$ cat config.mk
export PLATFORM = sky130hd
export DESIGN_NAME = viterbi_chan_ber_mon
export DESIGN_NICKNAME = d
export VERILOG_FILES = /design/src/rtl/viterbi_chan_ber_mon.sv
export SDC_FILE = /design/constraint.sdc
export NUM_CORES = 1
export LEC_CHECK = 0
export BUFFER_PORTS_ARGS = -buffer_cell sky130_fd_sc_hd__buf_4
export CORE_MARGIN = 2
export CORE_UTILIZATION = 25
export CTS_CLUSTER_DIAMETER = 40
export DETAILED_ROUTE_END_ITERATION = 10
export PLACE_DENSITY = 0.4
export SYNTH_ARGS = -nofsm -noshare
export SYNTH_HDL_FRONTEND = slang
export SYNTH_SLANG_ARGS = --single-unit
$ cat constraint.sdc
create_clock -name clk -period 7.6 [get_ports clk]
set_input_delay 0.38 -clock clk [delete_from_list [all_inputs] [get_ports clk]]
set_output_delay 0.38 -clock clk [all_outputs]
set_load 0.05 [all_outputs]
$ cat src/rtl/viterbi_chan_ber_mon.sv
// Channel-impairment and BER monitor between a convolutional encoder and a Viterbi decoder.
// Symbols pass through one register stage and may have an error mask XORed in. The mode
// selects clean, periodic, burst or LFSR-random injection. Information bits are queued and
// later compared against decoder output.
// Ports:
//   clk, rst (async, active-low)
//   mode_i / err_mask_i / burst_len_i / thresh_i / win_len_i : injection controls, sampled per symbol
//   clear_i : synchronous clear of statistics, LFSR, skip counter and reference FIFO
//   sym_valid_i / sym_i -> sym_valid_o / sym_o : symbol path, latency 1
//   ref_valid_i / ref_bit_i : information bits entering the encoder (FIFO push)
//   dec_valid_i / dec_bit_i : decoder output (FIFO pop + compare)
//   sym_ct_o, inj_bit_ct_o, dec_ct_o, dec_err_ct_o : saturating statistics
//   window_done_o, ovf_o, udf_o : status (ovf/udf are sticky)

// Generic FIFO: registered pointers, read data presented combinationally from the head slot.
// Latency: a pushed entry is visible at the head the cycle after the push.
// Backpressure: no stall; push is refused when full unless a pop frees a slot in the same cycle.
module vcbm_fifo #(
    parameter int W     = 1,
    parameter int DEPTH = 64
) (
    input  logic         clk,
    input  logic         rst,
    input  logic         clr,
    input  logic         push_vld,
    input  logic [W-1:0] push_dat,
    input  logic         pop_vld,
    output logic [W-1:0] pop_dat,
    output logic         push_acc,
    output logic         pop_acc
);
    localparam int AW = (DEPTH > 1) ? $clog2(DEPTH) : 1;
    localparam logic [AW:0] FULL_CT = (AW + 1)'(DEPTH);
    localparam logic [AW:0] ONE_CT  = (AW + 1)'(1);

    logic [W-1:0]  mem [DEPTH];
    logic [AW-1:0] wr_ptr;
    logic [AW-1:0] rd_ptr;
    logic [AW:0]   count;
    logic          full;
    logic          empty;

    assign empty    = (count == '0);
    assign full     = (count == FULL_CT);
    assign pop_acc  = pop_vld & ~empty;
    // A pop in the same cycle frees the slot, so a push on a full FIFO is still accepted.
    assign push_acc = push_vld & (~full | pop_acc);
    assign pop_dat  = mem[rd_ptr];

    always_ff @(posedge clk or negedge rst) begin
        if (!rst) begin
            wr_ptr <= '0;
            rd_ptr <= '0;
            count  <= '0;
        end else if (clr) begin
            wr_ptr <= '0;
            rd_ptr <= '0;
            count  <= '0;
        end else begin
            if (push_acc) wr_ptr <= wr_ptr + AW'(1);
            if (pop_acc)  rd_ptr <= rd_ptr + AW'(1);
            case ({push_acc, pop_acc})
                2'b10:   count <= count + ONE_CT;
                2'b01:   count <= count - ONE_CT;
                default: count <= count;
            endcase
        end
    end

    // Storage needs no reset: the pointers define what is valid.
    always_ff @(posedge clk) begin
        if (push_acc && !clr) mem[wr_ptr] <= push_dat;
    end
endmodule

// Channel impairment + BER monitor top level.
// Latency: symbol path 1 cycle; statistics update the cycle after the triggering event.
// Backpressure: none; every symbol, reference bit and decoder bit is consumed when offered.
module viterbi_chan_ber_mon #(
    parameter int          SYM_W     = 2,
    parameter int          PERIOD_W  = 4,
    parameter logic [15:0] LFSR_POLY = 16'hB400,
    parameter logic [15:0] LFSR_SEED = 16'hACE1,
    parameter int          REF_DEPTH = 64,
    parameter int          DEC_SKIP  = 0,
    parameter int          CNT_W     = 32
) (
    input  logic                clk,
    input  logic                rst,
    input  logic [1:0]          mode_i,
    input  logic [SYM_W-1:0]    err_mask_i,
    input  logic [PERIOD_W-1:0] burst_len_i,
    input  logic [15:0]         thresh_i,
    input  logic [CNT_W-1:0]    win_len_i,
    input  logic                clear_i,
    input  logic                sym_valid_i,
    input  logic [SYM_W-1:0]    sym_i,
    output logic                sym_valid_o,
    output logic [SYM_W-1:0]    sym_o,
    input  logic                ref_valid_i,
    input  logic                ref_bit_i,
    input  logic                dec_valid_i,
    input  logic                dec_bit_i,
    output logic [CNT_W-1:0]    sym_ct_o,
    output logic [CNT_W-1:0]    inj_bit_ct_o,
    output logic [CNT_W-1:0]    dec_ct_o,
    output logic [CNT_W-1:0]    dec_err_ct_o,
    output logic                window_done_o,
    output logic                ovf_o,
    output logic                udf_o
);
    localparam logic [1:0]          MODE_CLEAN    = 2'd0;
    localparam logic [1:0]          MODE_PERIODIC = 2'd1;
    localparam logic [1:0]          MODE_BURST    = 2'd2;
    localparam logic [1:0]          MODE_RANDOM   = 2'd3;
    localparam logic [CNT_W-1:0]    CNT_MAX       = '1;
    localparam logic [PERIOD_W-1:0] PHASE_LAST    = '1;
    localparam int                  SKIP_W        = $clog2(DEC_SKIP + 1) + 1;

    function automatic logic [CNT_W-1:0] sat_add(input logic [CNT_W-1:0] a,
                                                 input logic [CNT_W-1:0] b);
        logic [CNT_W:0] s;
        s = {1'b0, a} + {1'b0, b};
        return s[CNT_W] ? CNT_MAX : s[CNT_W-1:0];
    endfunction

    function automatic logic [CNT_W-1:0] popcount(input logic [SYM_W-1:0] v);
        logic [CNT_W-1:0] pc;
        pc = '0;
        for (int i = 0; i < SYM_W; i++) pc = pc + CNT_W'(v[i]);
        return pc;
    endfunction

    // ------------------------------------------------------------------
    // Injection decision (uses sym_ct before this symbol's increment)
    // ------------------------------------------------------------------
    logic [15:0]         lfsr;
    logic [15:0]         lfsr_next;
    logic [PERIOD_W-1:0] phase;
    logic                win_open;
    logic                mode_hit;
    logic                inj;
    logic [CNT_W-1:0]    mask_pop;

    assign phase     = sym_ct_o[PERIOD_W-1:0];
    assign win_open  = (win_len_i == '0) || (sym_ct_o < win_len_i);
    assign lfsr_next = lfsr[0] ? ((lfsr >> 1) ^ LFSR_POLY) : (lfsr >> 1);
    assign mask_pop  = popcount(err_mask_i);

    always_comb begin
        mode_hit = 1'b0;
        case (mode_i)
            MODE_CLEAN:    mode_hit = 1'b0;
            MODE_PERIODIC: mode_hit = (phase == PHASE_LAST);
            // burst_len_i == 0 makes the compare false for every phase.
            MODE_BURST:    mode_hit = (phase < burst_len_i);
            // thresh_i == 0 can never exceed an unsigned LFSR value.
            MODE_RANDOM:   mode_hit = (lfsr < thresh_i);
            default:       mode_hit = 1'b0;
        endcase
    end

    assign inj = sym_valid_i & win_open & mode_hit;

    assign window_done_o = (win_len_i != '0) && (sym_ct_o >= win_len_i);

    // ------------------------------------------------------------------
    // Symbol path, LFSR and injection statistics
    // ------------------------------------------------------------------
    always_ff @(posedge clk or negedge rst) begin
        if (!rst) begin
            sym_valid_o  <= 1'b0;
            sym_o        <= '0;
            sym_ct_o     <= '0;
            inj_bit_ct_o <= '0;
            lfsr         <= LFSR_SEED;
        end else begin
            sym_valid_o <= sym_valid_i;
            if (clear_i) begin
                // A symbol coinciding with clear passes clean and is not counted.
                if (sym_valid_i) sym_o <= sym_i;
                sym_ct_o     <= '0;
                inj_bit_ct_o <= '0;
                lfsr         <= LFSR_SEED;
            end else if (sym_valid_i) begin
                sym_o    <= sym_i ^ (inj ? err_mask_i : '0);
                sym_ct_o <= sat_add(sym_ct_o, CNT_W'(1));
                if (inj) inj_bit_ct_o <= sat_add(inj_bit_ct_o, mask_pop);
                lfsr <= lfsr_next;
            end
        end
    end

    // ------------------------------------------------------------------
    // Reference FIFO and decoder comparison
    // ------------------------------------------------------------------
    logic        ref_push;
    logic        dec_pop;
    logic        push_acc;
    logic        pop_acc;
    logic [0:0]  ref_head;
    logic [SKIP_W-1:0] skip_ct;
    logic        skip_done;

    // Events during a clear cycle are ignored entirely.
    assign ref_push = ref_valid_i & ~clear_i;
    assign dec_pop  = dec_valid_i & ~clear_i;

    vcbm_fifo #(
        .W     (1),
        .DEPTH (REF_DEPTH)
    ) u_ref_fifo (
        .clk      (clk),
        .rst      (rst),
        .clr      (clear_i),
        .push_vld (ref_push),
        .push_dat (ref_bit_i),
        .pop_vld  (dec_pop),
        .pop_dat  (ref_head),
        .push_acc (push_acc),
        .pop_acc  (pop_acc)
    );

    // skip_ct counts up to DEC_SKIP and then parks there.
    assign skip_done = (skip_ct == SKIP_W'(DEC_SKIP));

    always_ff @(posedge clk or negedge rst) begin
        if (!rst) begin
            dec_ct_o     <= '0;
            dec_err_ct_o <= '0;
            skip_ct      <= '0;
            ovf_o        <= 1'b0;
            udf_o        <= 1'b0;
        end else if (clear_i) begin
            dec_ct_o     <= '0;
            dec_err_ct_o <= '0;
            skip_ct      <= '0;
            ovf_o        <= 1'b0;
            udf_o        <= 1'b0;
        end else begin
            if (ref_push && !push_acc) ovf_o <= 1'b1;
            if (dec_pop && !pop_acc)   udf_o <= 1'b1;
            if (pop_acc) begin
                if (!skip_done) begin
                    skip_ct <= skip_ct + SKIP_W'(1);
                end else begin
                    dec_ct_o <= sat_add(dec_ct_o, CNT_W'(1));
                    if (dec_bit_i != ref_head[0])
                        dec_err_ct_o <= sat_add(dec_err_ct_o, CNT_W'(1));
                end
            end
        end
    end
endmodule

# Yosys cells after proc, flatten, opt, wreduce, memory -nomap -nowiden
# Memories as Yosys holds them, arrays and structs flattened.
# Index checks and enable logic that the tools add are counted.
[classes] add_sub_neg=10 multipliers=0 n_div=0 n_lt_le_gt_ge=4 eq_ne=9 shifts=0 muxes=39 bitwise=12 reduce_logical=23
[ops] cell="32-bit 2-to-1 mux" n=16
[ops] cell="32-bit by 1-bit adder with 33-bit output (second input constant)" n=3
[ops] cell="16-bit 2-to-1 mux" n=3
[ops] cell="32-bit by 2-bit adder with 33-bit output" n=1
[ops] cell="32-bit greater-or-equal comparator" n=1
[ops] cell="32-bit zero test" n=1
[ops] cell="32-bit less-than comparator" n=1
[ops] cell="32-bit nonzero test" n=1
[ops] cell="6-bit 2-to-1 mux" n=4
[ops] cell="16-bit less-than comparator" n=1
[ops] cell="7-bit one-hot mux with 2 select lines" n=1
[ops] cell="2-bit nonzero test" n=7
[ops] cell="6-bit by 1-bit adder with 6-bit output (second input constant)" n=2
[ops] cell="1-bit 2-to-1 mux" n=9
[ops] cell="2-bit 2-to-1 mux" n=4
[ops] cell="7-bit by 1-bit adder with 7-bit output (second input constant)" n=1
[ops] cell="7-bit equality test (second input constant)" n=1
[ops] cell="7-bit zero test" n=1
[ops] cell="7-bit 2-to-1 mux" n=1
[ops] cell="7-bit by 1-bit subtractor with 7-bit output (second input constant)" n=1
[ops] cell="1-bit AND" n=6
[ops] cell="2-bit equality test (second input constant)" n=3
[ops] cell="2-bit by 1-bit equality test with 1-bit output (second input constant)" n=2
[ops] cell="4-bit equality test (second input constant)" n=1
[ops] cell="other kinds (17)" n=25
[totals] regBits=169 latchBits=0 ram_bits=64 mem_bits_ro=0 output_inout_bits=134 wordCells=111 mem_count=1
[memory_table] name="u_ref_fifo.mem" depth=64 word_bits=1 rd=1 rd_ports_with_merged_regs=0 wr=1 line="36" text="logic [W-1:0] mem [DEPTH];"

# Longest topological paths before layout
[depth] word_depth=9 ltp_mapped=15

# Cells and area by module
# From an unflattened synthesis, not the netlist that was laid out.
[unflattened] hier_cells=1426 hier_area_um2=13561.8
[modules_own_cells] module="viterbi_chan_ber_mon" n_inst=1 cells_each=1102 area_each_um2=9455.3 seq_area_each_um2=3738.6
[modules_own_cells] module="vcbm_fifo" n_inst=1 cells_each=324 area_each_um2=4106.4 seq_area_each_um2=2397.3

# Least setup slack after synthesis
# OpenSTA, ideal clock, no wires.
[synth_path] path_kind="reg2reg" start="register inj_bit_ct_o[0]" end="register inj_bit_ct_o[5]" setup_time_ns=0.099 t_arrival_ns=3.108 path_slack_ns=4.393 path_stages_with_launch=15 path_buffers=2 path_cell_list="dfrtp_1 > inv_1 > fa_1 > inv_1 > ha_1 > nand3_1 > nor3_1 > nand4_1 > nor3_2 > nand2b_1 > clkbuf_1 > clkbuf_1 > nand2_1 > a21oi_1 > a311oi_1"
[synth_between] elab_chain_cells=5
[synth_rtl] item="start: declaration" line="105" text="output logic [CNT_W-1:0] inj_bit_ct_o,"
[synth_rtl] item="start signal: assignment" line="188" text="if (inj) inj_bit_ct_o <= sat_add(inj_bit_ct_o, mask_pop);"
[synth_rtl] item="32-bit by 2-bit adder with 33-bit output" line="123" text="s = {1'b0, a} + {1'b0, b};"
[synth_rtl] item="32-bit 2-to-1 mux" line="124" text="return s[CNT_W] ? CNT_MAX : s[CNT_W-1:0];"
[synth_rtl] item="32-bit 2-to-1 mux" line="188"
[synth_rtl] item="32-bit 2-to-1 mux" line="185" text="end else if (sym_valid_i) begin"
[synth_rtl] item="32-bit 2-to-1 mux" line="179" text="if (clear_i) begin"
# No other way between the ends. The select of a mux whose other input is x is not followed.
# A chain may end at the register's enable or synchronous reset.

# Final worst setup path
[layout_path] start="register u_ref_fifo.count[2]" end="register u_ref_fifo.count[6]"
[layout_between] elab_chain_cells=8
[layout_rtl] item="start: declaration" line="39" text="logic [AW:0] count;"
[layout_rtl] item="start signal: assignment" line="63" text="2'b10: count <= count + ONE_CT;"
[layout_rtl] item="start signal: assignment" line="64" text="2'b01: count <= count - ONE_CT;"
[layout_rtl] item="start signal: assignment" line="65" text="default: count <= count;"
[layout_rtl] item="7-bit zero test" line="43" text="assign empty = (count == '0);"
[layout_rtl] item="1-bit inverter" line="45" text="assign pop_acc = pop_vld & ~empty;"
[layout_rtl] item="1-bit AND" line="45"
[layout_rtl] item="1-bit bitwise OR" line="47" text="assign push_acc = push_vld & (~full | pop_acc);"
[layout_rtl] item="1-bit AND" line="47"
[layout_rtl] item="2-bit by 1-bit equality test with 1-bit output or 2-bit equality test (tied branches)" line="62" text="case ({push_acc, pop_acc})"
[layout_rtl] item="7-bit one-hot mux with 2 select lines" line="62"
[layout_rtl] item="7-bit 2-to-1 mux" line="55" text="end else if (clr) begin"
# Several ways; a longest one is shown, not always the timed one.

==> summary.md <==
In the final layout, the share of cells above drive strength 1 is 20.7%. The placed wire-length estimate was 31,200 µm. The tools report the total inserted antenna cells as 0.

The flow ran to the end, and the final reports show no timing, DRC or antenna violations. The post-route cell area is 17,800 µm², and the CTS sink count is 232. Counting buffers and inverters, the worst setup path is 15 cells deep.

For the setup TNS, the log shows 0 ns. The final layout contains routed wiring with a total length of 45,500 µm. The height of the die came out at 238 µm. Sequential elements use 44.6% of the synthesized area. After layout, the minimum clock period comes to 3.67 ns.

The primary flip-flop cell chosen by synthesis mapping was sky130_fd_sc_hd__dfrtp_1. Setup repair after global routing left no endpoint under its margin. After detailed routing, the average wire length per cell comes to 18.9 µm. Maximum buffer depth of the clock tree: 3. Area share of fa/ha/maj cells after synthesis: 5.84%. The critical path is of the reg2reg type.

The cell family contributing the most delay on the critical path is compound AO/OA/AOI/OAI gates. The post-synthesis instance total was 1,473. For the post-CTS setup buffer count, the log shows 0. The total overflow left after global routing is 0. The global-route wire length before repair was 71,300 µm. In this run the cell area measured after placement is 15,900 µm².

For the H-tree depth, the log shows 2. Walking the worst path, the cells encountered are nor4_1, nand2_1, o21a_1, buf_4, nand2_1, buf_4, nor2_1, fa_1, a21o_1, a21oi_1, o21bai_1, a21oi_1, nand3b_1, a32oi_1, a21oi_1. The overall die area came out at 56,900 µm². The number of global-route vias before repair came out at 12,300. STA classifies the critical path endpoint as a flip-flop.

After clock tree synthesis, the clock-pin slew on the worst setup and hold paths is 0.05 ns. In this design, the stage delay of the slowest critical-path cell is 0.43 ns. The length in cells of the worst reg-to-reg path was 15. Synthesis inferred 232 register bits.

The final-report max-slew violation count was 0. The library cell contributing the largest single delay on the critical path was sky130_fd_sc_hd__fa_1. The startpoint identified for the worst register-to-register timing path is u_ref_fifo.count[2].

The worst hold path was traced through 3 stages. The tools report the number of buffers inserted during clock tree synthesis as 54. The setup violation total in the final timing report is 0. The congestion estimate from routability-driven global placement came to 0.778.

Summing the areas of all and, or, nand and nor instances in the mapped netlist gives 21.9% of the synthesized area. The tool flagged a number of max-cap violations equal to 0. Data arrives at the worst endpoint at 4.11 ns. After detailed routing, the number of remaining DRC violations is 0.

For the post-cts gate resize count, the log shows 0. For the pin with the worst max-slew slack, the measured transition is 1.12 ns. The logs give 1,793 for the final net count and 105 for the maximum number of pins on one net before global-route repair. In this run the register-to-register setup slack is 3.93 ns.

Required time at the endpoint of the critical path: 8.04 ns. For the clock insertion delay at the later pin of the skew report, the log shows 0.58 ns. For this run, asynchronously set or reset flops after synthesis account for 72.4%. The first TritonRoute pass finished after 4 iterations. The post-synthesis area per instance is 9.33 µm², and the count of routing violations after the opening detailed-route iteration is 751. After Yosys synthesis, XOR and XNOR cells account for 1.02% of the synthesized area. The biggest area contributor in the post-synthesis netlist is sky130_fd_sc_hd__dfrtp_1.

The tools report the cell at the root of the clock tree as sky130_fd_sc_hd__clkbuf_16. Total nets after synthesis: 1,602. The kind of start point of the critical path is a flip-flop. The compound-gate portion of the synthesized area was 16.8%. The detail route stage leaves a number of antenna-violating nets equal to 0.

The highest net fanout along the worst path works out to 31. The endpoint identified for the worst register-to-register timing path is u_ref_fifo.count[6]. The sink of the worst hold path was sym_o[0]. The floorplan has 85 rows. During synthesis, Yosys emitted a total of 0 warnings.

Headroom to the max-slew limit came out at 25.0%. The width of the die works out to 238 µm. The power density normalized to cell area was 246 nW/µm². The maximum clock rate was 273 MHz; the count of hold buffers inserted by post-cts repair was 1. In this run, distinct cell masters in the synthesized netlist total 85. TritonCTS built the clock tree.

The tools report the start point of the worst min-delay path as err_mask_i[0]. The final route contains 12,200 vias. The library cell used most frequently in the layout, excluding fill and tap cells, is sky130_fd_sc_hd__nor2_1. The count of buffers added on input and output ports is 199. The area growth from synthesis to layout came out at 29.1%. The initial antenna violation count was 0; the placeable core region was 54,100 µm². Dividing the detail-routed via count by the number of cells gives 5.10. The total buffers and inverters traversed by the critical path came out at 2. The worst hold path belongs to the class in2reg. In the post-synthesis netlist, the biggest area contributors are sky130_fd_sc_hd__dfrtp_1 29%, sky130_fd_sc_hd__edfxtp_1 14%, sky130_fd_sc_hd__nor2_1 5.9%.

The synthesized design devotes to its leading area cell type 29.1% of total area. Multiplexer cells account for 5.04% of the synthesized area. The highest ir drop seen on vdd was 166 µV; the static leakage was 7.58 nW. The number of synthesized flops with an enable pin is 64, and the overall fraction of global-route tracks in use is 15.8%. Counting the fill cells in the layout gives 5,566. In the layout the commonest cells are 215 x sky130_fd_sc_hd__nor2_1, 211 x sky130_fd_sc_hd__buf_4, 160 x sky130_fd_sc_hd__dfrtp_1. During I/O placement, the number of pins put on the boundary was 200. The initial utilization of the core area, before any placement, comes to 25.4%.

Largest family of logic cells by synthesized area: simple AND/OR/NAND/NOR gates. The cell seen most often among critical-path stages is sky130_fd_sc_hd__a21oi_1. The synthesized area is 13,700 µm², and the number of endpoints with negative hold slack in the final report is 0. Between clock sinks in the finished design, the worst skew comes to 0.0230 ns. The final worst-path cycle share came out at 48.3%.
## worst reg2reg max path: stages, from the launching register on
cell and delay (ns):
sky130_fd_sc_hd__dfrtp_1 0.40, sky130_fd_sc_hd__nor4_1 0.29, sky130_fd_sc_hd__nand2_1 0.19, sky130_fd_sc_hd__o21a_1 0.21, sky130_fd_sc_hd__buf_4 0.26, sky130_fd_sc_hd__nand2_1 0.21, sky130_fd_sc_hd__buf_4 0.24, sky130_fd_sc_hd__nor2_1 0.17
sky130_fd_sc_hd__fa_1 0.43, sky130_fd_sc_hd__a21o_1 0.19, sky130_fd_sc_hd__a21oi_1 0.23, sky130_fd_sc_hd__o21bai_1 0.09, sky130_fd_sc_hd__a21oi_1 0.25, sky130_fd_sc_hd__nand3b_1 0.11, sky130_fd_sc_hd__a32oi_1 0.20, sky130_fd_sc_hd__a21oi_1 0.08
## metrics by stage
step	total power, W	utilization [%]	cells	worst slack [ns]	hold WS (ns)
5_1_grt	0.00457	32.8	2403	3.63	0.110
4_1_cts	0.00444	32.8	2403	3.94	0.0656
2_1_floorplan	0.00181	-	1473	4.39	0.0844
6_report	0.00437	32.8	2403	3.93	0.104
3_3_place_gp	0.00200	29.3	2303	3.97	0.486
3_5_place_dp	0.00202	29.3	2303	3.93	0.493
## final cells by class
class | instances | area (µm²) | share of cell area, %
clock buffers | 69 | 1530 | 8.61
clock inverters | 30 | 342 | 1.92
inverters | 78 | 293 | 1.65
multi-input cells | 1085 | 6970 | 39.3
flip-flops and latches | 232 | 6140 | 34.6
well taps | 696 | 871 | 4.91
repair buffers | 213 | 1610 | 9.06
## per-layer routing
metal	routed length, µm	vias to the layer above	global-route usage [%]
met5	0	-	0
met4	1060	0	5.45
met3	2250	66	3.35
met2	21200	255	26.0
met1	21000	6036	20.6
li1	-	5892	-
## registers in the layout, summed over array words and instances, names as in the netlist
name	cells
u_ref_fifo.rd_ptr	6
inj_bit_ct_o	32
u_ref_fifo.wr_ptr	6
sym_ct_o	32
u_ref_fifo.mem	64
sym_valid_o	1
dec_ct_o	32
sym_o	2
ovf_o	1
u_ref_fifo.count	7
lfsr	16
udf_o	1
dec_err_ct_o	32
## where the power goes
group | internal (W) | switching, W
logic | 0.000209 | 0.000409
registers | 0.00132 | 0.0000477
clock network | 0.00161 | 0.000767
total | 0.00315 | 0.00122
## cells in the mapped netlist, types with 10 or more instances
| master | n |
|---|---|
| sky130_fd_sc_hd__a21o_1 | 12 |
| sky130_fd_sc_hd__and2_1 | 10 |
| sky130_fd_sc_hd__and4_1 | 17 |
| sky130_fd_sc_hd__a21oi_1 | 79 |
| sky130_fd_sc_hd__nand4_1 | 34 |
| sky130_fd_sc_hd__nand2_1 | 98 |
| sky130_fd_sc_hd__nor2b_1 | 12 |
| sky130_fd_sc_hd__nor3_1 | 38 |
| sky130_fd_sc_hd__o21ai_0 | 60 |
| sky130_fd_sc_hd__ha_1 | 61 |
| sky130_fd_sc_hd__and3_1 | 44 |
| sky130_fd_sc_hd__nor2_1 | 216 |
| sky130_fd_sc_hd__clkbuf_1 | 54 |
| sky130_fd_sc_hd__nand3_1 | 79 |
| sky130_fd_sc_hd__mux2i_1 | 43 |
| sky130_fd_sc_hd__a311oi_1 | 23 |
| sky130_fd_sc_hd__a211oi_1 | 37 |
| sky130_fd_sc_hd__dfrtp_1 | 160 |
| sky130_fd_sc_hd__nor4_1 | 24 |
| sky130_fd_sc_hd__inv_1 | 77 |
| sky130_fd_sc_hd__buf_1 | 14 |
| sky130_fd_sc_hd__a41oi_1 | 16 |
| sky130_fd_sc_hd__edfxtp_1 | 64 |
| sky130_fd_sc_hd__a31oi_1 | 28 |
## worst max-delay path by stage
stage / from / endpoint / slack [ns]
finish: u_ref_fifo.count[2] / u_ref_fifo.count[6] / 3.93
global route: u_ref_fifo.count[0] / u_ref_fifo.count[6] / 3.63
CTS: u_ref_fifo.count[2] / u_ref_fifo.count[6] / 3.94
detailed placement: u_ref_fifo.count[2] / u_ref_fifo.count[6] / 3.93
global placement: u_ref_fifo.count[3] / u_ref_fifo.count[6] / 3.97
floorplan: inj_bit_ct_o[0] / inj_bit_ct_o[5] / 4.39
## cell families after synthesis
family          after synthesis
compound gates              336
xor+xnor                     16
fa+ha+maj                    63
buf+inv                     156
flops                       232
mux                          58
simple gates                612
No activity file was read; power rests on OpenSTA's default activity.
